[config.mk]
export PLATFORM = sky130hd
export DESIGN_NAME = ifu_miss_handler
export DESIGN_NICKNAME = d
export VERILOG_FILES = /design/src/rtl/ifu_miss_handler.sv
export SDC_FILE = /design/constraint.sdc
export NUM_CORES = 1
export LEC_CHECK = 0
export CORE_MARGIN = 4
export CORE_UTILIZATION = 55
export CTS_BUF_LIST = sky130_fd_sc_hd__clkbuf_2 sky130_fd_sc_hd__clkbuf_4 sky130_fd_sc_hd__clkbuf_8
export CTS_CLUSTER_SIZE = 40
export DETAILED_ROUTE_END_ITERATION = 16
export PLACE_DENSITY = 0.8
export SLEW_MARGIN = 25
export SYNTH_ARGS = -nofsm -noshare
export SYNTH_HDL_FRONTEND = slang
export SYNTH_SLANG_ARGS = --single-unit
[constraint.sdc]
create_clock -name Clock -period 6.7 [get_ports Clock]
set_clock_uncertainty 0.05 [all_clocks]
set_input_delay 1.34 -clock Clock [delete_from_list [all_inputs] [get_ports Clock]]
set_output_delay 1.34 -clock Clock [all_outputs]
set_load 0.02 [all_outputs]
[src/rtl/ifu_miss_handler.sv]
// ifu_miss_handler: collects instruction-cache line misses into a small
// de-duplicating FIFO, issues one memory read per distinct tag, assembles the
// returned beats into a full line and hands tag plus line back to the cache.
module ifu_miss_handler #(
    parameter int TAG_WIDTH      = 27,
    parameter int LINE_WIDTH     = 128,
    parameter int ADDR_WIDTH     = 32,
    parameter int OFFSET_WIDTH   = 5,
    parameter int MEM_DATA_WIDTH = 32,
    parameter int QUEUE_DEPTH    = 4
) (
    input  logic                           Clock,
    input  logic                           Rst,
    input  logic [TAG_WIDTH-1:0]           cache_reqTagIn,
    input  logic                           cache_reqTagValidIn,
    output logic                           cache_reqReadyOut,
    output logic [TAG_WIDTH-1:0]           cache_rspTagOut,
    output logic [LINE_WIDTH-1:0]          cache_rspInsLineOut,
    output logic                           cache_rspInsLineValidOut,
    output logic [ADDR_WIDTH-1:0]          mem_reqAddrOut,
    output logic                           mem_reqValidOut,
    input  logic                           mem_reqReadyIn,
    input  logic [MEM_DATA_WIDTH-1:0]      mem_rspDataIn,
    input  logic                           mem_rspValidIn,
    output logic [$clog2(QUEUE_DEPTH):0]   pendingCountOut
);

    localparam int BEATS  = LINE_WIDTH / MEM_DATA_WIDTH;
    localparam int PTR_W  = $clog2(QUEUE_DEPTH);
    localparam int CNT_W  = PTR_W + 1;
    localparam int BEAT_W = (BEATS > 1) ? $clog2(BEATS) : 1;

    typedef enum logic [1:0] {
        S_IDLE,
        S_REQ,
        S_DATA,
        S_RSP
    } state_e;

    state_e                   state_q;
    logic [TAG_WIDTH-1:0]     fifo_q [QUEUE_DEPTH];
    logic [PTR_W-1:0]         rd_ptr_q;
    logic [PTR_W-1:0]         wr_ptr_q;
    logic [CNT_W-1:0]         count_q;
    logic [BEAT_W-1:0]        beat_q;
    logic [LINE_WIDTH-1:0]    line_q;
    logic                     mem_req_valid_q;
    logic [ADDR_WIDTH-1:0]    mem_req_addr_q;
    logic                     rsp_valid_q;
    logic [TAG_WIDTH-1:0]     rsp_tag_q;
    logic [LINE_WIDTH-1:0]    rsp_line_q;

    logic                     full;
    logic                     accept;
    logic                     dup;
    logic                     push;
    logic                     pop;
    logic                     last_beat;
    logic [TAG_WIDTH-1:0]     head_tag;
    logic [QUEUE_DEPTH-1:0]   entry_valid;
    logic [LINE_WIDTH-1:0]    line_d;

    // Ready comes from registered occupancy only, so a pop in the same cycle
    // never makes room for that cycle's push.
    assign full      = (count_q == CNT_W'(QUEUE_DEPTH));
    assign accept    = cache_reqTagValidIn && !full;
    assign push      = accept && !dup;
    assign pop       = (state_q == S_RSP);
    assign head_tag  = fifo_q[rd_ptr_q];
    assign last_beat = (beat_q == BEAT_W'(BEATS - 1));

    // Flag an incoming tag that already sits anywhere in the queue, head included.
    always_comb begin
        // NOTE: every combinational output gets a default first so no path
        // leaves it unassigned, which would otherwise infer a latch.
        entry_valid = '0;
        dup         = 1'b0;
        for (int i = 0; i < QUEUE_DEPTH; i++) begin
            entry_valid[i] = ({1'b0, PTR_W'(i) - rd_ptr_q} < count_q);
            if (entry_valid[i] && (fifo_q[i] == cache_reqTagIn)) begin
                dup = 1'b1;
            end
        end
    end

    // Current line with the incoming beat merged into its slot.
    always_comb begin
        line_d = line_q;
        line_d[beat_q*MEM_DATA_WIDTH +: MEM_DATA_WIDTH] = mem_rspDataIn;
    end

    // Queue pointers and occupancy; the head is popped only when its line returns.
    always_ff @(posedge Clock) begin
        // NOTE: sequential state uses non-blocking assignments so every
        // register samples pre-edge values regardless of statement order.
        if (Rst) begin
            rd_ptr_q <= '0;
            wr_ptr_q <= '0;
            count_q  <= '0;
        end else begin
            if (push) begin
                wr_ptr_q <= wr_ptr_q + PTR_W'(1);
            end
            if (pop) begin
                rd_ptr_q <= rd_ptr_q + PTR_W'(1);
            end
            if (push && !pop) begin
                count_q <= count_q + CNT_W'(1);
            end else if (pop && !push) begin
                count_q <= count_q - CNT_W'(1);
            end
        end
    end

    // Tag storage written at the tail.
    always_ff @(posedge Clock) begin
        // NOTE: storage is deliberately not reset; the reset pointers and count
        // mark every entry invalid, so stale contents are never observed.
        if (push) begin
            fifo_q[wr_ptr_q] <= cache_reqTagIn;
        end
    end

    // Miss-processing FSM with registered memory-request and response outputs.
    always_ff @(posedge Clock) begin
        if (Rst) begin
            state_q         <= S_IDLE;
            beat_q          <= '0;
            line_q          <= '0;
            mem_req_valid_q <= 1'b0;
            mem_req_addr_q  <= '0;
            rsp_valid_q     <= 1'b0;
            rsp_tag_q       <= '0;
            rsp_line_q      <= '0;
        end else begin
            rsp_valid_q <= 1'b0;
            case (state_q)
                S_IDLE: begin
                    if (count_q != '0) begin
                        state_q         <= S_REQ;
                        mem_req_valid_q <= 1'b1;
                        mem_req_addr_q  <= {head_tag, OFFSET_WIDTH'(0)};
                    end
                end
                S_REQ: begin
                    if (mem_reqReadyIn) begin
                        state_q         <= S_DATA;
                        mem_req_valid_q <= 1'b0;
                        beat_q          <= '0;
                    end
                end
                S_DATA: begin
                    if (mem_rspValidIn) begin
                        line_q <= line_d;
                        beat_q <= beat_q + BEAT_W'(1);
                        if (last_beat) begin
                            state_q     <= S_RSP;
                            rsp_valid_q <= 1'b1;
                            rsp_tag_q   <= head_tag;
                            rsp_line_q  <= line_d;
                        end
                    end
                end
                S_RSP: begin
                    state_q <= S_IDLE;
                end
                default: begin
                    state_q <= S_IDLE;
                end
            endcase
        end
    end

    assign cache_reqReadyOut        = !full;
    assign cache_rspTagOut          = rsp_tag_q;
    assign cache_rspInsLineOut      = rsp_line_q;
    assign cache_rspInsLineValidOut = rsp_valid_q;
    assign mem_reqAddrOut           = mem_req_addr_q;
    assign mem_reqValidOut          = mem_req_valid_q;
    assign pendingCountOut          = count_q;

endmodule

==> Word level (Yosys, flattened, before mapping) <==
Memories as Yosys holds them, arrays and structs flattened. A register that Yosys moved wholly into a read port is not among the register bits.
Index checks and enable logic that the tools add are counted.
{ "op_classes": {"n_addsub": 10, "order_cmp": 4, "eq_ne": 13, "shifts": 2, "n_mux": 23, "n_bitwise": 2, "reduce_logical": 24} }
{ "ops": {"columns": ["operator", "n"], "rows": [
  ["$bwmux 128", 1],
  ["$shift 32x34->128 const A", 1],
  ["$shiftx 32x34->128", 1],
  ["$eq 27x27->1", 4],
  ["$neg 7->34", 1],
  ["$mux 2", 8],
  ["$lt 2x3->1", 4],
  ["$mux 1", 9],
  ["$reduce_and 3->1", 3],
  ["$logic_and 1x1->1", 8],
  ["$ne 2x2->1 const B", 4],
  ["$pmux 2 s4", 1],
  ["$add 2x1->2 const B", 3],
  ["$eq 2x2->1 const B", 3],
  ["$mux 3", 2],
  ["$reduce_bool 2->1", 3],
  ["$logic_not 1->1", 4],
  ["$pmux 2 s2", 1],
  ["$reduce_and 2->1", 2],
  ["$reduce_and 4->1", 1],
  ["$sub 1x2->2 const A", 2],
  ["$sub 2x2->2 const A", 2],
  ["$add 3x1->3 const B", 1],
  ["$eq 3x3->1 const B", 1],
  ["7 further kinds", 8]
]} }
{ "totals": {"ff_bits": 323, "ramBits": 108, "mem_count": 1} }
{ "mem_list": {"columns": ["memory", "words", "word_bits", "rd", "rd_ports_with_merged_regs", "wr", "line_no", "text"], "rows": [
  ["fifo_q", 4, 27, 5, 1, 1, "41", "logic [TAG_WIDTH-1:0] fifo_q [QUEUE_DEPTH];"]
]} }

==> Longest topological paths before layout <==
{ "logic_depth": {"word_depth": 13, "depth_mapped": 13} }

==> Worst setup path after synthesis <==
Ideal clock, no wire load.
{ "synth_timing": {"path_kind": "input to register", "from": "in cache_reqTagIn[10]", "to": "reg count_q[2], in the netlist pendingCountOut[2]", "setup_time_ps": 70, "arrival_time_ps": 3331, "required_time_ps": 6580, "path_slack_ps": 3249, "cell_stages": 11, "path_buffers": 0, "cell_sequence": "xor2_1 -> nor3_1 -> o2111ai_1 -> nor2_1 -> nor4_4 -> ha_1 -> inv_1 -> fa_1 -> xor2_1 -> or3_1 -> a21oi_1"} }
{ "synth_via": {"elab_chain_len": 11} }
{ "synth_rtl": {"columns": ["item", "line_no", "text"], "rows": [
  ["start, declared", "14", "input logic [TAG_WIDTH-1:0] cache_reqTagIn,"],
  ["$eq 27x27->1", "80", "if (entry_valid[i] && (fifo_q[i] == cache_reqTagIn)) begin"],
  ["$logic_and 1x1->1", "80", null],
  ["$mux 1 (3 in series)", "80", null],
  ["$mux 1 (*)", "80", null],
  ["$logic_not 1->1 (*)", "67", "assign push = accept && !dup;"],
  ["$logic_and 1x1->1 (*)", "67", null],
  ["named net push", "56", "logic push;"],
  ["$logic_not 1->1", "109", "end else if (pop && !push) begin"],
  ["$logic_and 1x1->1", "109", null],
  ["$reduce_bool 2->1 (no source line)", null, null],
  ["end signal, assigned", "108", "count_q <= count_q + CNT_W'(1);"],
  ["end signal, assigned", "110", "count_q <= count_q - CNT_W'(1);"],
  ["end, declared", "44", "logic [CNT_W-1:0] count_q;"]
]} }
The timed path passes the listed nets; every way through them passes the cells marked *.
A chain may end at the register's enable or synchronous reset.

==> Worst setup path in the final report <==
{ "layout_timing": {"from": "in cache_reqTagIn[11]", "to": "reg count_q[2], in the netlist pendingCountOut[2]"} }
The elaborated chain is that of the path after synthesis.

==> run_results.csv <==
group,metric,value,unit
yosys,ys_seq_area_share,54.46,%
pwr,power,7113,uW
timing,grt_setup_unrepaired,"false",
setup_path,crit_type,"input pin to flip-flop",
timing,fin_crit_sh,61.52,%
placed_design,dpl-instance-area,20580,sq um
drt,drc,0,
drt,antenna_left,0,
setup_path,crit_required,7140,ps
floorplanning,die_area,35500,sq um
drt,via_per_inst,5.697,
floorplanning,die_h,188.4,microns
yosys,synth_edf_count,108,
global_route,grt_pass1_wl,76090,microns
hold_path,hp-class,"flip-flop to flip-flop",
clock_network,clock_tree.buffer_depth,3,
setup_path,crit_fanout,8,
yosys,synth_area,17900,sq um
run,cap_violations,0,
clock_network,ctsRootBufferMaster,"clkbuf_8",
yosys,synth-main-ff-cell,"dfxtp_1",
global_route,grt_overflow,0,
timing,tightest_slew,996.9,ps
drt,drt_iter0_drc,1001,
timing,setup_tns,0,ps
clock_network,ctsResizeCount,0,
final_layout,num-nets-final,2070,
yosys,yosys_warnings,0,
setup_path,r2r-start,"pendingCountOut[1]",
final_layout,final_cells,2469,
setup_path,ff2ff_setup_slack,3300,ps
yosys,ys_ff_latch,433,
floorplanning,core-area,31800,sq um
yosys,async_flop_share,0,%
clock_network,hold_buffers,0,
final_layout,fillCellCount,2360,
final_layout,syn_to_final_growth,23.40,%
clock_network,cts.sink_count,433,
timing,relSlewSlack,33.54,%
outcome,run_status,"finished clean",
setup_path,cp-start-kind,"input pin",
global_route,grt_max_degree,173,
clock_network,path_clk_slew,60,ps
setup_path,worstReg2RegEnd,"pendingCountOut[2]",
final_layout,seq_area,9753,sq um
placed_design,post-place-cells,2347,
timing,fmaxAchievable,242.6,MHz
floorplanning,rows,65,
timing,maxSlewViolCount,0,
clock_network,cts_made_buffers,69,
yosys,syn_inst,1784,
pwr,p_per_area,322.0,nW/um^2
placed_design,gp_congestion,0.8809,
yosys,syn_area_per_cell,10.03,sq um
pwr,ir_drop,0.2246,mV
drt,wirelength,48210,microns
global_route,grt_pass1_vias,13830,
floorplanning,start_util,56.29,%
placed_design,portBuffers,251,
yosys,synth_cell_types,42,
final_layout,final_area,22090,sq um
drt,vias,14070,
setup_path,crit_end,"pendingCountOut[2]",
pwr,p_leak,0.007303,uW
floorplanning,pin_count,257,
final_layout,drive_gt1_share,8.800,%
drt,wl_per_cell,19.53,microns
placed_design,dpl.hpwl,31050,microns
timing,layout_min_cycle_time,4122,ps
final_layout,multi_input_area,7595,sq um
clock_network,post_cts_buffers,0,
setup_path,cp.arrival,4560,ps
timing,hold_violations,0,
setup_path,crit_path_end_kind,"flip-flop",
global_route,track_usage,26.32,%
setup_path,cp-startpoint,"cache_reqTagIn[11]",
clock_network,clk_latency,590,ps
final_layout,n_antenna_cell,0,
drt,firstDrtPassIters,5,
global_route,antenna_found_initial,1,
clock_network,htreeDepth,3,
setup_path,reg2regPathDepth,13,
clock_network,cts_tree,"done",
timing,setup_viol,0,
floorplanning,die_w,188.4,microns
## how the worst min path moves through the flow
stage               cells past startpoint                   to  slack (ps)                 from
floorplan                               2            line_q[0]         420            line_q[0]
global placement                        2  cache_rspTagOut[16]         390  cache_rspTagOut[16]
detailed placement                      2  cache_rspTagOut[22]         400  cache_rspTagOut[22]
CTS                                     2   mem_reqAddrOut[11]         400   mem_reqAddrOut[11]
global route                            2  cache_rspTagOut[10]         430  cache_rspTagOut[10]
finish                                  2  cache_rspTagOut[17]         400  cache_rspTagOut[17]
## critical path: stages
cell and delay (ps):
clkdlybuf4s50_1 690, xor2_1 360, nor4_1 90, nand4_1 110
nor2_2 60, nor4_4 550, ha_1 280, inv_1 60
fa_1 370, xor2_1 180, or3_1 310, a21oi_1 150
## area by class of cell
| type | instances | area share (%) |
|---|---|---|
| Sequential cell | 433 | 44.15 |
| Clock buffer | 106 | 6.038 |
| Timing Repair Buffer | 269 | 12.25 |
| Clock inverter | 14 | 0.5324 |
| Inverter | 11 | 0.1869 |
| Tap cell | 435 | 2.464 |
| Multi-Input combinational cell | 1201 | 34.38 |
## per-layer routing
| metal | share of wire (%) | wire (microns) | track usage [%] | vias up |
|---|---|---|---|---|
| li1 | - | - | - | 6719 |
| met1 | 42 | 20320 | 34.93 | 6747 |
| met2 | 47 | 22830 | 42.61 | 512 |
| met3 | 7.7 | 3717 | 6.150 | 85 |
| met4 | 2.8 | 1334 | 9.305 | 2 |
| met5 | 0.023 | 11 | 0 | - |
## registers in the layout, indices dropped and copies added, names as in the netlist, 2 cells and up, named ones only
| register | count |
|---|---|
| state_q | 2 |
| cache_rspInsLineOut | 128 |
| pendingCountOut | 3 |
| cache_rspTagOut | 27 |
| fifo_q | 108 |
| mem_reqAddrOut | 27 |
| beat_q | 2 |
| rd_ptr_q | 2 |
| wr_ptr_q | 2 |
| line_q | 128 |
## power by group
| part | switching, uW | internal (uW) | total, uW |
|---|---|---|---|
| clock network | 1040 | 1310 | 2350 |
| registers | 184 | 2970 | 3160 |
| logic | 986 | 618 | 1600 |
| total | 2210 | 4910 | 7110 |
## through the flow
stage | setup slack, ps | utilization, % | hold slack, ps
4_1_cts | 2657 | 69.29 | 403.9
2_1_floorplan | 3249 | - | 423.7
6_report | 2578 | 69.47 | 401.8
5_1_grt | 2441 | 69.47 | 429.1
3_3_place_gp | 2146 | 64.71 | 392.0
3_5_place_dp | 2075 | 64.72 | 398.5
## synthesized netlist by cell type, drive strengths merged (3+ instances only)
library cell	number	area share, %
mux4	27	3.4
nand2b	4	0.14
ha	20	1.4
nand2	115	2.4
dfxtp	325	36
nor2b	130	4.5
inv	11	0.23
clkbuf	100	2.1
o2111ai	4	0.23
xnor2	3	0.15
buf	43	1.2
nor3	6	0.17
a22oi	3	0.13
a21oi	188	5.3
and2	5	0.20
o21ai	5	0.14
edfxtp	108	18
nor4	25	0.96
xor2	110	5.4
nor2	275	5.8
a211oi	256	11
nand4	4	0.14
## cells by family (layout without fill, tap and decap cells)
kind of cell / Yosys count / after routing / share of synthesized area (%)
muxes: 30 / 30 / 3.593
buffers and inverters: 154 / 400 / 3.495
and+or+nand+nor: 573 / 573 / 14.76
adders and majority gates: 21 / 21 / 1.510
xor gates and xnor gates: 113 / 113 / 5.529
other: 1 / 5 / 0.02095
AOI/OAI and AO/OA: 459 / 459 / 16.63
DFF: 433 / 433 / 54.46
## cells in the final DEF (no fill, tap or decap), types with 3 or more instances in the layout
cell type and count:
edfxtp_1 108, buf_4 15, clkdlybuf4s50_1 250, a211oi_1 256, a22oi_1 3, inv_8 3
dfxtp_1 324, clkinv_2 3, and2_2 4, nand2b_1 4, nor3_1 6, inv_1 11
nand2_1 114, clkinv_1 4, conb_1 5, nor2b_1 129, nand4_1 4, ha_1 19
o2111ai_1 3, clkbuf_8 86, a21oi_1 188, xor2_1 110, o21ai_0 5, xnor2_1 3
nor4_1 24, nor2_1 274, clkbuf_4 20, mux4_2 27
Power figures use the tool's default switching activity.
